$ cat config.mk
export PLATFORM = sky130hd
export DESIGN_NAME = fifo_wr_port_arb
export DESIGN_NICKNAME = d
export VERILOG_FILES = /design/src/rtl/fifo_wr_port_arb_pkg.sv /design/src/rtl/fifo_wr_port_arb_rr_prio_pick.sv /design/src/rtl/fifo_wr_port_arb.sv
export SDC_FILE = /design/constraint.sdc
export NUM_CORES = 1
export LEC_CHECK = 0
export ABC_AREA = 1
export BUFFER_PORTS_ARGS = -buffer_cell sky130_fd_sc_hd__buf_2
export CORE_MARGIN = 2
export CORE_UTILIZATION = 60
export CTS_BUF_LIST = sky130_fd_sc_hd__clkbuf_4 sky130_fd_sc_hd__clkbuf_8
export DETAILED_ROUTE_END_ITERATION = 7
export PLACE_DENSITY = 0.88
export REMOVE_ABC_BUFFERS = 1
export SYNTH_ARGS = -nofsm -noshare
export SYNTH_HDL_FRONTEND = slang
export SYNTH_SLANG_ARGS = --single-unit
export TNS_END_PERCENT = 30
$ cat constraint.sdc
create_clock -name clk -period 11.05 [get_ports clk]
set_input_delay 1.6575 -clock clk [delete_from_list [all_inputs] [get_ports clk]]
set_output_delay 1.6575 -clock clk [all_outputs]
set_load 0.02 [all_outputs]
$ cat src/rtl/fifo_wr_port_arb_pkg.sv
// rtl/fifo_wr_port_arb_pkg.sv - shared helpers for the FIFO RAM write-port arbiter
// Modular index arithmetic used by the rotating-priority scan and pointer update.
package fifo_wr_port_arb_pkg;

    function automatic int unsigned wrap_add(input int unsigned a, input int unsigned b,
                                             input int unsigned n);
        return (a + b) % n;
    endfunction

    function automatic int unsigned wrap_inc(input int unsigned idx, input int unsigned n);
        return (idx + 1 == n) ? 0 : idx + 1;
    endfunction

endpackage

$ cat src/rtl/fifo_wr_port_arb_rr_prio_pick.sv
// rtl/fifo_wr_port_arb_rr_prio_pick.sv - rotating-priority first-one finder with mask
// Scans req starting at start (mod N) and returns the first set, unmasked bit.
module rr_prio_pick
    import fifo_wr_port_arb_pkg::*;
#(
    parameter int N = 4,
    localparam int W = $clog2(N)
) (
    input  logic [N-1:0] req,
    input  logic [N-1:0] mask,
    input  logic [W-1:0] start,
    output logic         found,
    output logic [W-1:0] idx,
    output logic [N-1:0] onehot
);

    int unsigned j;

    always_comb begin
        found  = 1'b0;
        idx    = '0;
        onehot = '0;
        j      = 0;
        for (int k = 0; k < N; k++) begin
            j = wrap_add(32'(start), k, N);
            if (!found && req[j] && !mask[j]) begin
                found     = 1'b1;
                idx       = W'(j);
                onehot[j] = 1'b1;
            end
        end
    end

endmodule

$ cat src/rtl/fifo_wr_port_arb.sv
// rtl/fifo_wr_port_arb.sv - shares FIFO RAM write ports among writeback requesters
// 1-deep pending slot per requester, drained by a chain of rotating-priority pickers.
module fifo_wr_port_arb
    import fifo_wr_port_arb_pkg::*;
#(
    parameter int N_REQ         = 4,
    parameter int N_WRITE_PORTS = 2,
    parameter int PTR_WIDTH     = 3,
    parameter int ENTRY_WIDTH   = 32,
    localparam int RR_WIDTH     = $clog2(N_REQ)
) (
    input  logic                                         clk,
    input  logic                                         rst_aH,
    input  logic                                         flush,
    input  logic                                         wr_block,
    input  logic [N_REQ-1:0]                             req_valid,
    output logic [N_REQ-1:0]                             req_ready,
    input  logic [N_REQ-1:0][PTR_WIDTH-1:0]              req_addr,
    input  logic [N_REQ-1:0][ENTRY_WIDTH-1:0]            req_data,
    output logic [N_WRITE_PORTS-1:0]                     wr_en,
    output logic [N_WRITE_PORTS-1:0][PTR_WIDTH-1:0]      wr_addr,
    output logic [N_WRITE_PORTS-1:0][ENTRY_WIDTH-1:0]    wr_data,
    output logic [N_REQ-1:0]                             grant,
    output logic [RR_WIDTH:0]                            pend_cnt
);

    logic [N_REQ-1:0]       pend_valid_q, pend_valid_d;
    logic [PTR_WIDTH-1:0]   pend_addr_q [N_REQ];
    logic [PTR_WIDTH-1:0]   pend_addr_d [N_REQ];
    logic [ENTRY_WIDTH-1:0] pend_data_q [N_REQ];
    logic [ENTRY_WIDTH-1:0] pend_data_d [N_REQ];
    logic [RR_WIDTH-1:0]    rr_ptr_q, rr_ptr_d;

    logic                   arb_en;
    logic [N_REQ-1:0]       eligible;

    logic [N_WRITE_PORTS-1:0]               port_found;
    logic [N_WRITE_PORTS-1:0][RR_WIDTH-1:0] port_idx;
    logic [N_WRITE_PORTS-1:0][N_REQ-1:0]    port_onehot;

    assign arb_en    = ~wr_block & ~flush & ~rst_aH;
    assign eligible  = pend_valid_q & {N_REQ{arb_en}};
    assign req_ready = ~pend_valid_q & {N_REQ{~flush & ~rst_aH}};

    // Each stage excludes slots already granted and slots aiming at an already-granted entry,
    // so the later slot in scan order waits rather than colliding.
    for (genvar p = 0; p < N_WRITE_PORTS; p++) begin : g_port
        logic [N_REQ-1:0]    mask;
        logic                found;
        logic [RR_WIDTH-1:0] idx;
        logic [N_REQ-1:0]    onehot;

        if (p == 0) begin : g_first
            assign mask = '0;
        end else begin : g_next
            logic [N_REQ-1:0] addr_hit;
            always_comb begin
                addr_hit = '0;
                for (int i = 0; i < N_REQ; i++) begin
                    addr_hit[i] = g_port[p-1].found &&
                                  (pend_addr_q[i] == pend_addr_q[g_port[p-1].idx]);
                end
            end
            assign mask = g_port[p-1].mask | g_port[p-1].onehot | addr_hit;
        end

        rr_prio_pick #(.N(N_REQ)) u_pick (
            .req    (eligible),
            .mask   (mask),
            .start  (rr_ptr_q),
            .found  (found),
            .idx    (idx),
            .onehot (onehot)
        );

        assign port_found[p]  = found;
        assign port_idx[p]    = idx;
        assign port_onehot[p] = onehot;
        assign wr_en[p]       = found;
        assign wr_addr[p]     = found ? pend_addr_q[idx] : '0;
        assign wr_data[p]     = found ? pend_data_q[idx] : '0;
    end

    always_comb begin
        grant = '0;
        for (int p = 0; p < N_WRITE_PORTS; p++) begin
            grant = grant | port_onehot[p];
        end
    end

    always_comb begin
        pend_cnt = '0;
        for (int i = 0; i < N_REQ; i++) begin
            pend_cnt = pend_cnt + {{RR_WIDTH{1'b0}}, pend_valid_q[i]};
        end
    end

    always_comb begin
        pend_valid_d = pend_valid_q & ~grant;
        pend_addr_d  = pend_addr_q;
        pend_data_d  = pend_data_q;
        rr_ptr_d     = rr_ptr_q;
        for (int i = 0; i < N_REQ; i++) begin
            if (req_valid[i] && req_ready[i]) begin
                pend_valid_d[i] = 1'b1;
                pend_addr_d[i]  = req_addr[i];
                pend_data_d[i]  = req_data[i];
            end
        end
        // Grants fill ports in scan order, so the highest active port holds the last slot.
        for (int p = 0; p < N_WRITE_PORTS; p++) begin
            if (port_found[p]) begin
                rr_ptr_d = RR_WIDTH'(wrap_inc(32'(port_idx[p]), N_REQ));
            end
        end
        if (flush) begin
            pend_valid_d = '0;
            rr_ptr_d     = '0;
        end
    end

    always_ff @(posedge clk or posedge rst_aH) begin
        if (rst_aH) begin
            pend_valid_q <= '0;
            rr_ptr_q     <= '0;
            for (int i = 0; i < N_REQ; i++) begin
                pend_addr_q[i] <= '0;
                pend_data_q[i] <= '0;
            end
        end else begin
            pend_valid_q <= pend_valid_d;
            rr_ptr_q     <= rr_ptr_d;
            pend_addr_q  <= pend_addr_d;
            pend_data_q  <= pend_data_d;
        end
    end

endmodule
# Word level (Yosys, flattened, before mapping)
# Cells that the tools add are included.
# totals
ff_bits	146
latch_bits	0
ramBits	0
romBits	0
out_inout_bits	83
wordCells	178
memories	0
# op_classes
addsub	8
n_mul	0
n_div	0
n_lt_le_gt_ge	10
n_eq_ne	6
n_shift	0
muxes	82
n_bitwise	21
n_reduce_logical	41
# op_table
cell	count
32-bit 2-to-1 mux	6
32-bit binary-select mux with 2-bit select	2
4-bit 2-to-1 mux	9
4-bit OR	8
1-bit 2-to-1 mux	28
1-bit logical AND	26
2-bit 2-to-1 mux	13
1-bit binary-select mux with 2-bit select	12
3-bit 2-to-1 mux	6
1-bit logical NOT	14
4-bit bitwise AND	3
3-bit binary-select mux with 2-bit select	2
3-bit == test	4
2-bit by 3-bit less-than comparator with 1-bit output, second input constant	4
1-bit demux with 2-bit select	4
2-bit by 1-bit >= comparator with 1-bit output, second input constant	4
4-bit NOT	2
2-bit by 1-bit adder with 3-bit output, second input constant	2
3-bit == test, second input constant	2
3-bit >= comparator, second input constant	2
2-bit NOT with 3-bit output	2
2-bit adder, second input constant	2
2-bit by 1-bit adder with 3-bit output	1
3-bit by 1-bit adder with 3-bit output	1
other kinds (5)	9

# Logic depth before layout (Yosys ltp)
# Gate-level depths: netlist of the first run.
# depth
depth_word	49
ltp_mapped	32
mapped_depth_nobuf	28

# By module
# A second synthesis of the first run with hierarchy kept.
# unflattened
cells_unflattened	1309
area_unflattened_um2	9308.9
# by_module_without_submodules
mod	n_inst	cells_per_inst	area_per_inst_um2	seq_area_each_um2
fifo_wr_port_arb	1	1135	8343.0	3653.5
rr_prio_pick	2	87	483.0	0.0

# Least setup slack after synthesis of the first run
# OpenSTA, ideal clock, no wires.
# synth_path
path_kind	input to output
from	input flush
to	output wr_data[53] (netlist bit)
arrival_time_ns	4.470
t_required_ns	9.392
path_slack_ns	4.923
path_stages	26
path_cell_list	nor2_4 nand4_1 nand2_1 nand2_1 nand2_2 nand2_2 nand3_2 nand3_4 buf_6 nand2_1 nand3_2 nand3_1 nand2_1 nor2_1 nand2_1 nand3_1 nand3_1 nand3_4 nand3_4 nand2_4 nand2_4 buf_6 buf_6 nor2_1 nor2_1 nor2_1
# synth_rtl
item	line	source
start, declared	fifo_wr_port_arb.sv:14	input logic flush,
end, declared	fifo_wr_port_arb.sv:22	output logic [N_WRITE_PORTS-1:0][ENTRY_WIDTH-1:0] wr_data,

==> impl_metrics.ini, run 1 <==
[setup_path]
cp_slowest_cell = nand2_4
path_delay_family = simple AND/OR/NAND/NOR gates
path_buf_inv = 5
cp-end-kind = primary output
required_ns = 9.39
criticalPathCategory = reg2out
worstSetupStartpoint = rr_ptr_q[0]$_DFFE_PP0P_
cp_common_cell = nand2_1
ff2ff_path_depth = 26
slowest_delay_ns = 0.92
cp_max_fo = 83
arrival_ns = 7.97
cp.depth = 28
r2r_start = rr_ptr_q[0]$_DFFE_PP0P_
crit_path_start_kind = flip-flop

[global_routing]
globalRoute.totalOverflow = 0
grt_max_degree = 84
grt_pass1_wl_mm = 44.7
antenna_found_initial = 4
grt_pass1_vias = 9169
grt_usage_pct = 34.3

[timing]
slew_viol_final = 0
rsz0062_at_grt = false
finalSetupViolCount = 0
hold_viol_final = 0
period_share_pct = 87.2
finalCriticalPeriod_ns = 9.63
relSlewSlack_pct = 24.3
fin_setup_tns_ns = 0
clock_skew_ns = 0.0136
worstMarginPinSlew_ns = 1.13
clock.fmax_mhz = 104
fin_ws_ns = 1.42

[floorplanning]
initial_utilization_pct = 61.3
io_pins = 231
die_w_um = 129
design.core.area_um2 = 15200
die_h_um = 129
dieArea_um2 = 16600
rows = 45

[cts]
root_buffer = clkbuf_8
ctsHoldBuffers = 0
worstSkewPairLatency_ns = 0.46
numCtsBuffers = 17
clk_pin_slew_ns = 0.07
post_cts_buffers = 0
cts-resized-gates = 0
cts_max_level = 4
cts_sinks = 146
cts_buffer_depth = 2
cts_tree = built

[logic_synthesis]
ys_warn_count = 0
synth_cell_types = 29
syn-cell-area_um2 = 9320
synthDominantCellAreaShare_pct = 39.2
netlist_instances = 1260
yosysSeqAreaShare_pct = 39.2
synthTopCellsByArea = dfrtp_1, nand2_1, a21oi_1
synth_area_per_cell_um2 = 7.40
ys_ff_latch = 146
yosys.area.top_type = dfrtp_1

[min_path]
min_from = pend_data_q[127]$_DFFE_PP0P_
min-delay-path-class = reg2reg
hold_depth = 2

[route]
wl_mm = 28.5
num_vias = 9758
detail_route.vias_per_cell = 5.97
route.detailed.drc = 0
first_pass_iters = 6
drt_iter0_drc = 1106
ant_nets = 0
wl_per_cell_um = 17.4

[placement]
io_buffers = 230
place.gp.congestion = 0.924
dpl.hpwl_mm = 18.3
dpl_worst_slack_ns = 1.76

[finish]
ff_latch_area_um2 = 3650
multi_input_area_um2 = 4890
fill_cells = 1261
drive_gt1_share_pct = 27.6
syn2layout_area_growth_pct = 15.4
final_cell_mix = buf_2, nand2_1, nor2_1
layout.nets = 1587
final_common_cell = buf_2

[status]
status = finished, final reports clean

[job]
cap_violations = 0
==> worst reg2reg max path, delay by kind of cell, from the launching register on <==
family                     cells  cell delay [ns]
and+or+nand+nor               21             3.84
buffers and inverters          4             1.62
DFF                            1             0.74
adders and majority gates      1             0.63
==> area by class of cell <==
class / instances / area share, %
tap: 188 / 2.19
multi-input combinational: 928 / 45.4
antenna: 2 / 0.0465
clock buffer: 20 / 2.44
timing repair buffer: 235 / 11.0
inverter: 104 / 3.68
sequential: 146 / 34.0
clock inverter: 11 / 1.21
==> layer usage <==
layer  GRT usage, %  vias to the layer above  routed length [µm]  share of wire (%)
met4           13.4                        4                 741                2.6
li1               -                     4504                   -                  -
met5              0                        -                  27              0.095
met1           44.8                     4589               11300                 40
met2           56.7                      594               13700                 48
met3           6.65                       67                2730                9.6
==> kinds of logic after synthesis <==
logic type	share of synthesized area, %
compound gates	12.7
xor+xnor	0.0940
fa+ha+maj	1.02
buf+inv	8.60
flops	39.2
mux	7.73
simple gates	30.6
==> stage by stage <==
step	utilization (%)	hold WS (ns)	area, µm²	cells
detailed placement	68.1	0.514	10400	1601
global placement	68.1	0.507	10400	1601
finish	70.8	0.532	10800	1634
global route	70.8	0.550	10800	1634
floorplan	-	0.490	8910	1178
CTS	70.7	0.531	10800	1632
==> flip-flops by register name, summed over array words and instances (netlist names) <==
signal and flops:
rr_ptr_q 2, pend_valid_q 4, pend_addr_q 12, pend_data_q 128
==> Yosys cell counts, drive strengths merged <==
library cell / instances
nand2: 228
nor2: 206
a21oi: 158
dfrtp: 146
nand3: 142
inv: 104
o21ai: 70
mux2: 64
buf: 42
clkbuf: 40
nor3: 24
nand4: 23
ha: 6
o221ai: 4
fa: 1
o21a: 1
xnor2: 1
==> worst paths after layout <==
kind                                                end  slack (ns)
max in group asynchronous   pend_data_q[70]$_DFFE_PP0P_        8.29
min                        pend_data_q[127]$_DFFE_PP0P_        0.53
min reg2reg                pend_data_q[127]$_DFFE_PP0P_        0.53
min in group asynchronous     pend_valid_q[0]$_DFF_PP0_        1.32
max                                          wr_addr[4]        1.42
max reg2reg                     rr_ptr_q[1]$_DFFE_PP0P_        4.13
Power of run 1 is left out: the tool's default activity adds up to more than one toggle a clock period on the data nets, which glitch-free logic cannot reach.
==> inputs of run 2 (changes only) <==
Settings changed: CORE_UTILIZATION 60 to 59, CTS_BUF_LIST sky130_fd_sc_hd__clkbuf_4 sky130_fd_sc_hd__clkbuf_8 to unset, PLACE_DENSITY 0.88 to 0.87.
==> impl_metrics.ini, run 2 (same netlist as run 1, synthesis figures left out) <==
[status]
status = finished, final reports clean

[cts]
cts-resized-gates = 0
numCtsBuffers = 17
cts_sinks = 146
post_cts_buffers = 0
cts_tree = built
worstSkewPairLatency_ns = 0.43
cts_max_level = 4
ctsHoldBuffers = 0
clk_pin_slew_ns = 0.06
cts_buffer_depth = 2
root_buffer = clkbuf_16

[timing]
relSlewSlack_pct = 25.3
clock_skew_ns = 0.00797
finalSetupViolCount = 0
worstMarginPinSlew_ns = 1.12
slew_viol_final = 0
clock.fmax_mhz = 105
rsz0062_at_grt = false
hold_viol_final = 0
fin_setup_tns_ns = 0
finalCriticalPeriod_ns = 9.48
period_share_pct = 85.8

[setup_path]
arrival_ns = 7.82
path_buf_inv = 5
criticalPathCategory = reg2out
cp_max_fo = 80
crit_path_start_kind = flip-flop
cp-end-kind = primary output
path_delay_family = simple AND/OR/NAND/NOR gates
required_ns = 9.39
cp_common_cell = nand2_1
slowest_delay_ns = 0.85
cp_slowest_cell = nand2_4

[finish]
final_cell_mix = buf_2, nand2_1, nor2_1
final_common_cell = buf_2
biggestRegsByFlops = pend_data_q: 128 flops, pend_addr_q: 12 flops, pend_valid_q: 4 flops
n_antenna_cell = 0
drive_gt1_share_pct = 27.6
regMostFlops = pend_data_q
fill_cells = 1273
largest_reg_flops = 128
ff_latch_area_um2 = 3650
syn2layout_area_growth_pct = 17.6
multi_input_area_um2 = 4890
layout.nets = 1587

[global_routing]
grt_max_degree = 81
grt_pass1_vias = 9122
grt_usage_pct = 34.1
globalRoute.totalOverflow = 0
grt_pass1_wl_mm = 44.5
antenna_found_initial = 0

[floorplanning]
io_pins = 231
initial_utilization_pct = 60.9
rows = 45
design.core.area_um2 = 15300
die_h_um = 130
dieArea_um2 = 16800
die_w_um = 130

[job]
cap_violations = 0

[placement]
dpl.hpwl_mm = 18.4
place.gp.congestion = 0.949
io_buffers = 230

[route]
num_vias = 9594
route.detailed.drc = 0
drt_iter0_drc = 874
detail_route.vias_per_cell = 5.80
ant_nets = 0
first_pass_iters = 6
wl_mm = 28.3
wl_per_cell_um = 17.1

[min_path]
min-delay-path-class = reg2reg
run 2: cell count changes in the layout (fill, tap and decap cells not counted), moves of 2 or more:
cell	delta
clkbuf_16	+17
clkbuf_4	-2
clkbuf_8	-15
clkinvlp_4	-2
diode_2	-2
run 2: final cells by class:
type / count / area share [%]
Clock buffer: 21 / 4.29
Clock inverter: 10 / 0.925
Inverter: 104 / 3.61
Multi-Input combinational cell: 928 / 44.6
Sequential cell: 146 / 33.3
Tap cell: 211 / 2.41
Timing Repair Buffer: 235 / 10.8
run 2: stage by stage:
step | setup slack, ns | hold WS (ns) | utilization [%] | instances | area (µm²)
3_5_place_dp | 1.81 | 0.518 | 67.8 | 1624 | 10400
5_1_grt | 0.992 | 0.543 | 71.6 | 1655 | 11000
2_1_floorplan | 3.16 | 0.490 | - | 1178 | 8910
6_report | 1.57 | 0.526 | 71.6 | 1655 | 11000
4_1_cts | 1.67 | 0.528 | 71.6 | 1655 | 11000
3_3_place_gp | 1.92 | 0.506 | 67.8 | 1624 | 10400
run 2: worst paths after layout:
kind / from / end / slack [ns] / depth (start not counted)
worst min register to register: pend_data_q[111]$_DFFE_PP0P_ / pend_data_q[111]$_DFFE_PP0P_ / 0.53 / 2
worst max-delay path: rr_ptr_q[0]$_DFFE_PP0P_ / wr_addr[5] / 1.57 / 28
worst max register to register: rr_ptr_q[0]$_DFFE_PP0P_ / rr_ptr_q[1]$_DFFE_PP0P_ / 4.16 / 26
min in group asynchronous: rst_aH / pend_valid_q[1]$_DFF_PP0_ / 1.38 / 2
max in group asynchronous: rst_aH / pend_data_q[72]$_DFFE_PP0P_ / 8.25 / 3
worst min-delay path: pend_data_q[111]$_DFFE_PP0P_ / pend_data_q[111]$_DFFE_PP0P_ / 0.53 / 2
run 2: routing by layer:
metal / GRT usage [%] / share of wire, % / vias up / wire (µm)
met3: 6.77 / 8.4 / 89 / 2380
met2: 54.6 / 47 / 522 / 13400
met4: 16.8 / 3.8 / 0 / 1070
li1: - / - / 4495 / -
met5: 0 / 0 / - / 0
met1: 44.7 / 40 / 4488 / 11400
run 2: tightest hold or removal path, cell delays in order (launching register included):
cell	delay, ns
dfrtp_1	0.37
inv_1	0.06
a21oi_1	0.05
Power of run 2 is left out for the same reason.
